### src/rtl/common.sv
// rtl/common.sv - shared RV32I decode types, opcode constants and immediate helper.
package common;

    localparam int XLEN_MAX = 64;

    typedef logic [31:0] instruction_type;

    localparam logic [6:0] OPC_LUI    = 7'b0110111;
    localparam logic [6:0] OPC_AUIPC  = 7'b0010111;
    localparam logic [6:0] OPC_JAL    = 7'b1101111;
    localparam logic [6:0] OPC_JALR   = 7'b1100111;
    localparam logic [6:0] OPC_BRANCH = 7'b1100011;
    localparam logic [6:0] OPC_LOAD   = 7'b0000011;
    localparam logic [6:0] OPC_STORE  = 7'b0100011;
    localparam logic [6:0] OPC_OP_IMM = 7'b0010011;
    localparam logic [6:0] OPC_OP     = 7'b0110011;

    localparam logic [6:0] F7_BASE   = 7'b0000000;
    localparam logic [6:0] F7_ALT    = 7'b0100000;
    localparam logic [6:0] F7_MULDIV = 7'b0000001;

    typedef enum logic [4:0] {
        ALU_ADD, ALU_SUB, ALU_SLL, ALU_SLT, ALU_SLTU, ALU_XOR, ALU_SRL, ALU_SRA,
        ALU_OR, ALU_AND, ALU_LUI, ALU_AUIPC,
        ALU_MUL, ALU_MULH, ALU_MULHSU, ALU_MULHU, ALU_DIV, ALU_DIVU, ALU_REM, ALU_REMU
    } alu_op_type;

    typedef enum logic [2:0] {
        BR_EQ  = 3'b000,
        BR_NE  = 3'b001,
        BR_LT  = 3'b100,
        BR_GE  = 3'b101,
        BR_LTU = 3'b110,
        BR_GEU = 3'b111
    } branch_op_type;

    typedef enum logic [2:0] {
        ENC_NONE, ENC_R, ENC_I, ENC_S, ENC_B, ENC_U, ENC_J
    } encoding_type;

    typedef struct packed {
        encoding_type  encoding;
        logic          reg_write;
        logic          alu_src;
        alu_op_type    alu_op;
        logic          mem_read;
        logic          mem_write;
        logic [1:0]    mem_size;
        logic          mem_unsigned;
        logic          branch;
        branch_op_type branch_op;
        logic          jump;
        logic          mem_to_reg;
    } control_type;

    typedef struct packed {
        control_type           control;
        logic [XLEN_MAX-1:0]   imm;
        logic [XLEN_MAX-1:0]   pc;
        logic [4:0]            rs1;
        logic [4:0]            rs2;
        logic [4:0]            rd;
        logic                  illegal;
    } decoded_entry_type;

    // 32-bit immediate for the given encoding; R-type and undecodable give 0.
    function automatic logic [31:0] imm_of(encoding_type enc, instruction_type instr);
        logic [31:0] imm;
        case (enc)
            ENC_I:   imm = {{20{instr[31]}}, instr[31:20]};
            ENC_S:   imm = {{20{instr[31]}}, instr[31:25], instr[11:7]};
            ENC_B:   imm = {{19{instr[31]}}, instr[31], instr[7], instr[30:25], instr[11:8], 1'b0};
            ENC_U:   imm = {instr[31:12], 12'b0};
            ENC_J:   imm = {{11{instr[31]}}, instr[31], instr[19:12], instr[20], instr[30:21], 1'b0};
            default: imm = 32'b0;
        endcase
        return imm;
    endfunction

endpackage

### src/rtl/instruction_decoder.sv
// rtl/instruction_decoder.sv - combinational RV32I decoder; DECODE_M_EXT_EN adds the M extension.
module instruction_decoder
    import common::*;
(
    input  instruction_type           instr_i,
    input  logic [XLEN_MAX-1:0]       pc_i,
    output decoded_entry_type         entry_o
);

    logic [6:0]  opcode;
    logic [2:0]  f3;
    logic [6:0]  f7;
    control_type ctrl;
    logic        legal;

    assign opcode = instr_i[6:0];
    assign f3     = instr_i[14:12];
    assign f7     = instr_i[31:25];

    always_comb begin
        ctrl  = '0;
        legal = 1'b0;
        case (opcode)
            OPC_LUI: begin
                legal = 1'b1;
                ctrl.encoding = ENC_U; ctrl.reg_write = 1'b1; ctrl.alu_src = 1'b1; ctrl.alu_op = ALU_LUI;
            end
            OPC_AUIPC: begin
                legal = 1'b1;
                ctrl.encoding = ENC_U; ctrl.reg_write = 1'b1; ctrl.alu_src = 1'b1; ctrl.alu_op = ALU_AUIPC;
            end
            OPC_JAL: begin
                legal = 1'b1;
                ctrl.encoding = ENC_J; ctrl.reg_write = 1'b1; ctrl.jump = 1'b1; ctrl.alu_op = ALU_ADD;
            end
            OPC_JALR: begin
                legal = (f3 == 3'b000);
                ctrl.encoding = ENC_I; ctrl.reg_write = 1'b1; ctrl.alu_src = 1'b1;
                ctrl.jump = 1'b1; ctrl.alu_op = ALU_ADD;
            end
            OPC_BRANCH: begin
                legal = (f3 != 3'b010) && (f3 != 3'b011);
                ctrl.encoding = ENC_B; ctrl.branch = 1'b1; ctrl.alu_op = ALU_SUB;
                ctrl.branch_op = branch_op_type'(f3);
            end
            OPC_LOAD: begin
                legal = (f3 == 3'b000) || (f3 == 3'b001) || (f3 == 3'b010) ||
                        (f3 == 3'b100) || (f3 == 3'b101);
                ctrl.encoding = ENC_I; ctrl.reg_write = 1'b1; ctrl.alu_src = 1'b1; ctrl.alu_op = ALU_ADD;
                ctrl.mem_read = 1'b1; ctrl.mem_to_reg = 1'b1;
                ctrl.mem_size = f3[1:0]; ctrl.mem_unsigned = f3[2];
            end
            OPC_STORE: begin
                legal = (f3 == 3'b000) || (f3 == 3'b001) || (f3 == 3'b010);
                ctrl.encoding = ENC_S; ctrl.alu_src = 1'b1; ctrl.alu_op = ALU_ADD;
                ctrl.mem_write = 1'b1; ctrl.mem_size = f3[1:0];
            end
            OPC_OP_IMM: begin
                legal = 1'b1;
                ctrl.encoding = ENC_I; ctrl.reg_write = 1'b1; ctrl.alu_src = 1'b1;
                case (f3)
                    3'b000: ctrl.alu_op = ALU_ADD;
                    3'b010: ctrl.alu_op = ALU_SLT;
                    3'b011: ctrl.alu_op = ALU_SLTU;
                    3'b100: ctrl.alu_op = ALU_XOR;
                    3'b110: ctrl.alu_op = ALU_OR;
                    3'b111: ctrl.alu_op = ALU_AND;
                    3'b001: begin
                        ctrl.alu_op = ALU_SLL;
                        legal = (f7 == F7_BASE);
                    end
                    default: begin
                        // Shift-right immediates: funct7 selects logical vs arithmetic.
                        ctrl.alu_op = (f7 == F7_ALT) ? ALU_SRA : ALU_SRL;
                        legal = (f7 == F7_BASE) || (f7 == F7_ALT);
                    end
                endcase
            end
            OPC_OP: begin
                ctrl.encoding = ENC_R; ctrl.reg_write = 1'b1;
                if (f7 == F7_BASE) begin
                    legal = 1'b1;
                    case (f3)
                        3'b000:  ctrl.alu_op = ALU_ADD;
                        3'b001:  ctrl.alu_op = ALU_SLL;
                        3'b010:  ctrl.alu_op = ALU_SLT;
                        3'b011:  ctrl.alu_op = ALU_SLTU;
                        3'b100:  ctrl.alu_op = ALU_XOR;
                        3'b101:  ctrl.alu_op = ALU_SRL;
                        3'b110:  ctrl.alu_op = ALU_OR;
                        default: ctrl.alu_op = ALU_AND;
                    endcase
                end else if (f7 == F7_ALT) begin
                    legal = (f3 == 3'b000) || (f3 == 3'b101);
                    ctrl.alu_op = (f3 == 3'b000) ? ALU_SUB : ALU_SRA;
`ifdef DECODE_M_EXT_EN
                end else if (f7 == F7_MULDIV) begin
                    legal = 1'b1;
                    case (f3)
                        3'b000:  ctrl.alu_op = ALU_MUL;
                        3'b001:  ctrl.alu_op = ALU_MULH;
                        3'b010:  ctrl.alu_op = ALU_MULHSU;
                        3'b011:  ctrl.alu_op = ALU_MULHU;
                        3'b100:  ctrl.alu_op = ALU_DIV;
                        3'b101:  ctrl.alu_op = ALU_DIVU;
                        3'b110:  ctrl.alu_op = ALU_REM;
                        default: ctrl.alu_op = ALU_REMU;
                    endcase
`endif
                end else begin
                    legal = 1'b0;
                end
            end
            default: legal = 1'b0;
        endcase
        if (!legal) begin
            ctrl = '0;
        end
    end

    logic uses_rs1, uses_rs2, uses_rd;

    always_comb begin
        uses_rs1 = (ctrl.encoding == ENC_R) || (ctrl.encoding == ENC_I) ||
                   (ctrl.encoding == ENC_S) || (ctrl.encoding == ENC_B);
        uses_rs2 = (ctrl.encoding == ENC_R) || (ctrl.encoding == ENC_S) || (ctrl.encoding == ENC_B);
        uses_rd  = (ctrl.encoding == ENC_R) || (ctrl.encoding == ENC_I) ||
                   (ctrl.encoding == ENC_U) || (ctrl.encoding == ENC_J);
    end

    always_comb begin
        entry_o         = '0;
        entry_o.control = ctrl;
        entry_o.illegal = !legal;
        entry_o.pc      = pc_i;
        entry_o.imm     = XLEN_MAX'(signed'(imm_of(ctrl.encoding, instr_i)));
        entry_o.rs1     = uses_rs1 ? instr_i[19:15] : 5'd0;
        entry_o.rs2     = uses_rs2 ? instr_i[24:20] : 5'd0;
        entry_o.rd      = uses_rd  ? instr_i[11:7]  : 5'd0;
    end

endmodule

### src/rtl/decode_stage.sv
// rtl/decode_stage.sv - decode stage with in-order output FIFO; DECODE_M_EXT_EN enables M-extension decode.
module decode_stage
    import common::*;
#(
    parameter int XLEN  = 32,
    parameter int DEPTH = 2
) (
    input  logic                          clk,
    input  logic                          rst,
    input  logic                          in_valid,
    output logic                          in_ready,
    input  logic [31:0]                   in_instruction,
    input  logic [XLEN-1:0]               in_pc,
    input  logic                          flush,
    output logic                          out_valid,
    input  logic                          out_ready,
    output control_type                   out_control,
    output logic [XLEN-1:0]               out_imm,
    output logic [XLEN-1:0]               out_pc,
    output logic [4:0]                    out_rs1,
    output logic [4:0]                    out_rs2,
    output logic [4:0]                    out_rd,
    output logic                          out_illegal,
    output logic [$clog2(DEPTH+1)-1:0]    count
);

    localparam int CNT_W = $clog2(DEPTH + 1);
    localparam int PTR_W = (DEPTH > 1) ? $clog2(DEPTH) : 1;
    localparam logic [CNT_W-1:0] DEPTH_C  = CNT_W'(DEPTH);
    localparam logic [PTR_W-1:0] PTR_LAST = PTR_W'(DEPTH - 1);

    logic [XLEN_MAX-1:0] pc_ext;
    decoded_entry_type   dec_entry;
    decoded_entry_type   head;
    decoded_entry_type   fifo_q [DEPTH];

    logic [PTR_W-1:0] wr_ptr_q, wr_ptr_d;
    logic [PTR_W-1:0] rd_ptr_q, rd_ptr_d;
    logic [CNT_W-1:0] count_q, count_d;
    logic             push, pop;

    assign pc_ext = XLEN_MAX'(in_pc);

    instruction_decoder u_decoder (
        .instr_i (in_instruction),
        .pc_i    (pc_ext),
        .entry_o (dec_entry)
    );

    // in_ready looks only at registered occupancy, never at out_ready.
    assign in_ready  = (count_q < DEPTH_C);
    assign out_valid = (count_q != '0);
    assign push      = in_valid && in_ready && !flush;
    assign pop       = out_valid && out_ready;
    assign count     = count_q;

    always_comb begin
        wr_ptr_d = wr_ptr_q;
        rd_ptr_d = rd_ptr_q;
        count_d  = count_q;
        if (flush) begin
            wr_ptr_d = '0;
            rd_ptr_d = '0;
            count_d  = '0;
        end else begin
            if (push) begin
                wr_ptr_d = (wr_ptr_q == PTR_LAST) ? '0 : wr_ptr_q + 1'b1;
            end
            if (pop) begin
                rd_ptr_d = (rd_ptr_q == PTR_LAST) ? '0 : rd_ptr_q + 1'b1;
            end
            if (push && !pop) begin
                count_d = count_q + 1'b1;
            end else if (pop && !push) begin
                count_d = count_q - 1'b1;
            end
        end
    end

    always_ff @(posedge clk or posedge rst) begin
        if (rst) begin
            wr_ptr_q <= '0;
            rd_ptr_q <= '0;
            count_q  <= '0;
        end else begin
            wr_ptr_q <= wr_ptr_d;
            rd_ptr_q <= rd_ptr_d;
            count_q  <= count_d;
        end
    end

    // Storage needs no reset: the head is masked to zero whenever count is 0.
    always_ff @(posedge clk) begin
        if (push) begin
            fifo_q[wr_ptr_q] <= dec_entry;
        end
    end

    assign head = out_valid ? fifo_q[rd_ptr_q] : '0;

    assign out_control = head.control;
    assign out_imm     = head.imm[XLEN-1:0];
    assign out_pc      = head.pc[XLEN-1:0];
    assign out_rs1     = head.rs1;
    assign out_rs2     = head.rs2;
    assign out_rd      = head.rd;
    assign out_illegal = head.illegal;

    generate
        if (XLEN < XLEN_MAX) begin : g_narrow
            logic unused_upper;
            assign unused_upper = ^{head.imm[XLEN_MAX-1:XLEN], head.pc[XLEN_MAX-1:XLEN]};
        end
    endgenerate

endmodule
### config.mk
export PLATFORM = sky130hd
export DESIGN_NAME = decode_stage
export DESIGN_NICKNAME = d
export VERILOG_FILES = /design/src/rtl/common.sv /design/src/rtl/instruction_decoder.sv /design/src/rtl/decode_stage.sv
export SDC_FILE = /design/constraint.sdc
export NUM_CORES = 1
export LEC_CHECK = 0
export CAP_MARGIN = 20
export CORE_MARGIN = 1.5
export CORE_UTILIZATION = 45
export DETAILED_ROUTE_END_ITERATION = 12
export PLACE_DENSITY = 0.79
export REMOVE_ABC_BUFFERS = 1
export SKIP_LAST_GASP = 1
export SLEW_MARGIN = 20
export SYNTH_ARGS = -nofsm -noshare
export SYNTH_HDL_FRONTEND = slang
export SYNTH_SLANG_ARGS = --single-unit
### constraint.sdc
create_clock -name clk -period 23.2 [get_ports clk]
set_clock_uncertainty 0.05 [all_clocks]
set_input_delay 5.8 -clock clk [delete_from_list [all_inputs] [get_ports clk]]
set_output_delay 5.8 -clock clk [all_outputs]
set_load 0.1 [all_outputs]
Yosys cells after proc, flatten, opt, wreduce, memory -nomap -nowiden:

Memory sizes are Yosys's and may differ from the RTL's.
Cells that the tools add are included.

* add/sub/neg operators: 4
* multiply operators: 0
* div/mod/pow operators: 0
* magnitude comparators: 1
* eq/ne operators: 25
* shift operators: 0
* multiplexer cells: 37
* bitwise logic cells: 0
* reduce and logical (&&, ||, !) cells: 37

Operators by type and width (count)
* 2-to-1 mux 165 bit: 1
* one-hot mux 32 bit (5 select lines): 1
* one-hot mux 5 bit (7 select lines): 1
* == test 7 x 6 -> 1 bit, second input constant: 4
* one-hot mux 4 bit (7 select lines): 1
* 2-to-1 mux 5 bit: 5
* one-hot mux 5 bit (5 select lines): 1
* == test 3 bit, second input constant: 7
* == test 7 bit, second input constant: 3
* 2-to-1 mux 21 bit: 1
* one-hot mux 3 bit (6 select lines): 1
* 2-to-1 mux 1 bit: 17
* == test 7 x 5 -> 1 bit, second input constant: 2
* logical OR 1 bit: 13
* == test 3 x 2 -> 1 bit, second input constant: 4
* OR reduction 6 bit: 2
* 2-to-1 mux 2 bit: 4
* == test 7 x 2 -> 1 bit, second input constant: 1
* logical NOT 7 bit: 1
* one-hot mux 1 bit (7 select lines): 1
* OR reduction 7 bit: 1
* == test 3 x 1 -> 1 bit, second input constant: 2
* logical AND 1 bit: 6
* != test 3 x 2 -> 1 bit, second input constant: 2
* 13 further kinds: 22

* register bits after elaboration: 4
* latch bits: 0
* memory bits (writable): 266
* bits in read-only memories: 0
* input bits: 69
* output and inout port bits: 105
* logic and storage cells: 108
* memories: 1

Memories
* fifo_q: words 2, width 133, rd ports 1, clocked after Yosys merged registers in 0, wr ports 1, RTL line decode_stage.sv:35 `decoded_entry_type fifo_q [DEPTH];`

Depth between registers and ports, before layout:

* depth after elaboration: 12
* mapped depth: 14
* mapped depth without buffers: 10

Modules after synthesis:

From an unflattened synthesis, not the netlist that was laid out.

* cells, all modules: 741
* area, all modules: 9972.1 um2

By module, submodules not included
* decode_stage: instances 1, cells an instance 453, area an instance 7938.9 um2, sequential area each 6165.9 um2
* instruction_decoder: instances 1, cells an instance 288, area an instance 2033.2 um2, sequential area each 0.0 um2

Least setup slack after synthesis:

Ideal clock, no wire load.

* path kind: input to register
* start: input in_valid
* end: memory fifo_q[1][0] in the netlist's numbering (enable)
* library setup time: 700 ps
* arrival time: 13136 ps
* required time: 22450 ps
* slack: 9314 ps
* stages on the path: 2
* buffers on the path: 0
* cells stage by stage: nand2_1 -> nor3b_1

* word-level cells in the longest chain between the ends: 4

RTL lines
* start: declaration: RTL line decode_stage.sv:10 `input logic in_valid,`
* logical AND 1 bit (2 in series): RTL line decode_stage.sv:53 `assign push = in_valid && in_ready && !flush;`
* 2-to-1 mux 1 bit: RTL line decode_stage.sv:94 `if (push) begin`
* 2-to-1 mux 1 bit (implied by the code): RTL line decode_stage.sv:95 `fifo_q[wr_ptr_q] <= dec_entry;`
* end: declaration: RTL line decode_stage.sv:35

No other way between the ends.

==> flow_summary_export.csv <==
group,metric,value,unit
power,p_total,0.9223,mW
logic_synthesis,synth_xor_area_frac,0.003974,
cells_and_area,areaGrowthSynthToFinish,30.00,%
cells_and_area,fin_nets,862,
floorplanning,dieArea,20440,sq um
clock_tree,clock_path_buffers,3,
timing,finalHoldViolCount,0,
logic_synthesis,yosysMostFrequentCell,"edfxtp_1",
timing,hold_ws,532.7,ps
critical_path,crit_buf_inv,2,
cells_and_area,regArea,6050,sq um
clock_tree,post_cts_buffers,0,
route,drt-initial-drc-count,338,
logic_synthesis,synthDistinctLibCells,58,
cells_and_area,multi_input_area,2575,sq um
grt,busiest_layer,"met2",
flow_run,drv_cap,0,
floorplanning,pin_count,174,
power,peakVddDrop,0.05449,mV
placement,io_buffers,172,
placement,globalplace.congestion,0.8479,
min_path,hold_path.class,"register to register",
timing,rsz0062_at_grt,"no",
critical_path,worstSetupPathType,"register to primary output",
timing,timing.final.max_slew_violations,0,
grt,grt_pass1_vias,5428,
route,firstDrtPassIters,4,
cells_and_area,drive_gt1_frac,0.06841,
critical_path,required,17350,ps
route,drc,0,
grt,antenna_found_initial,0,
cells_and_area,antenna_cells,0,
logic_synthesis,synth_compound_area_frac,0.06089,
logic_synthesis,synthFlopType,"edfxtp_1",
logic_synthesis,avgSynthCellArea,14.08,sq um
logic_synthesis,ys_ff_latch,202,
grt,grt_pass1_wl,28.88,mm
grt,grt_use_met3,0.04393,
clock_tree,insertion_delay,480,ps
timing,period_needed,9786,ps
floorplanning,die_width,143.0,um
floorplanning,die_y,143.0,um
grt,grt_usage,0.1825,
clock_tree,cts-root-buf,"clkbuf_16",
route,antenna_left,0,
route,avgViaCountPerCell,5.177,
timing,setup_violations,0,
critical_path,arrival,3940,ps
logic_synthesis,synth-simple-area-share,0.1070,
route,vias,5534,
clock_tree,numClockSinks,202,
route,routed_wl,18.85,mm
route,routedWlPerCell,17.63,um
logic_synthesis,synthTopCellsByCount,"edfxtp_1, nor2_1, mux2i_1",
floorplanning,coreArea,19330,sq um
placement,postPlaceCellArea,10770,sq um
timing,slew_headroom,0.2976,
clock_tree,cts_tree,"built",
grt,grt_overflow_total,0,
floorplanning,initial_core_util,0.4560,
critical_path,path_delay_family,"buffers and inverters",
critical_path,path_max_fanout,55,
timing,period_share,0.4218,
critical_path,critPathMaxStageDelay,1170,ps
clock_tree,numCtsBuffers,22,
outcome,status,"finished clean",
clock_tree,cts_hold_buffers,0,
logic_synthesis,yosysWarnings,0,
placement,hpwlAfterDp,12.13,mm
cells_and_area,fin_area,11460,sq um
timing,max_freq,102.2,MHz
clock_tree,path_clk_slew,50,ps
power,power_leakage,3.874,nW
logic_synthesis,async_flop_share,0.01980,
critical_path,slowest_stage,"clkdlybuf4s50_1",
critical_path,crit_path_end_kind,"primary output",
timing,tightestPinTransition,1050,ps
logic_synthesis,syn_area,8816,sq um
clock_tree,h-tree-depth,1,
critical_path,cp_cell_sequence,"buf_4, mux2i_1, nor2_1, clkdlybuf4s50_1",
floorplanning,row_count,51,
logic_synthesis,synth_edf_count,198,
logic_synthesis,synth_top_area_cell,"edfxtp_1",
logic_synthesis,yosys.area.top_type_share,0.6744,
grt,use_met2,0.3130,
logic_synthesis,synth_top_family_by_area,"multiplexers",
logic_synthesis,synthAdderAreaFrac,0.004258,
grt,grt_start_max_net_pins,72,
power,power_density,80.48,nW/um^2
critical_path,critPathLaunchType,"register",
logic_synthesis,syn_inst,626,
logic_synthesis,synth_mux_area_frac,0.1135,
cells_and_area,fillers,1530,
logic_synthesis,yosysSeqAreaShare,0.6858,
grt,groute.layer.met1.usage,0.2332,
timing,setup-tns-final,0,ps
clock_tree,cts_resized,0,
logic_synthesis,synth.area.top_cells,"edfxtp_1, mux2i_1, nor2_1",
[final cells by class]
type / count / area share
Sequential cell: 202 / 0.5278
Multi-Input combinational cell: 375 / 0.2247
Timing Repair Buffer: 178 / 0.1541
Clock buffer: 28 / 0.05186
Tap cell: 265 / 0.02893
Clock inverter: 10 / 0.008515
Inverter: 11 / 0.004039
[per-layer routing]
metal,vias to the layer above,part of all wire
met3,34,0.070
li1,2644,-
met2,174,0.49
met4,0,0.018
met1,2682,0.42
met5,-,0
[metrics by stage]
stage	worst slack, ps	util	cells
4_1_cts	13360	0.5928	1069
3_5_place_dp	13680	0.5570	1031
3_3_place_gp	13740	0.5570	1031
6_report	13410	0.5928	1069
2_1_floorplan	9314	-	588
5_1_grt	13200	0.5928	1069
[sequential cells by signal, summed over array words and instances (netlist names)]
register / count
fifo_q: 198
count: 2
wr_ptr_q: 1
rd_ptr_q: 1
[placed cells by master (no fill, tap or decap), types with 3 or more instances in the layout]
cell             synthesis  routed
a21oi_1                 14      14
nor4_1                   3       3
edfxtp_1               198     198
xor2_1                   4       4
nand2b_1                 7       7
mux2i_1                100     100
a22o_1                   4       4
o21ai_0                  8       8
nor2b_1                  7       7
o21a_1                   9       9
buf_4                    3       6
clkdlybuf4s50_1          0     172
clkinv_1                 0       5
inv_1                   10      10
ha_1                     3       3
nand3_1                  3       3
nand2_1                 15      15
a21o_1                  20      20
dfrtp_1                  4       3
nor3_1                   7       6
clkbuf_1                24       5
nor3_2                   2       3
and2_1                  14      14
nor2_1                 114     113
clkbuf_16                0      23
[report_power, final]
group          switching (mW)  leakage, nW  internal (mW)
clock network           0.130        0.337          0.202
registers             0.00666         1.85          0.415
logic                   0.123         1.69         0.0456
total                   0.260         3.87          0.662
[tightest hold or removal path, cell delays in order, from the launching register on]
cell     delay [ps]
dfrtp_1         380
xor2_1           80
nor2_1           80
[path summary, 6_finish.rpt]
path | startpoint | endpoint | slack [ps] | cells after the start
worst max-delay path | rd_ptr_q | out_control[18] | 13410 | 4
worst min-delay path | wr_ptr_q | wr_ptr_q | 530 | 2
worst max register to register | count[0] | rd_ptr_q | 20730 | 6
worst min register to register | wr_ptr_q | wr_ptr_q | 530 | 2
max in group asynchronous | rst | rd_ptr_q | 17460 | 2
min in group asynchronous | rst | count[1] | 5470 | 2
[kinds of logic (layout without fill, tap and decap cells)]
| logic type | count (synthesis) | in the layout |
|---|---|---|
| mux | 100 | 100 |
| buf+inv | 49 | 227 |
| xor+xnor | 4 | 4 |
| simple gates | 193 | 193 |
| compound gates | 74 | 74 |
| other cells | 1 | 1 |
| fa+ha+maj | 3 | 3 |
| flops | 202 | 202 |
Power figures use the tool's default switching activity.
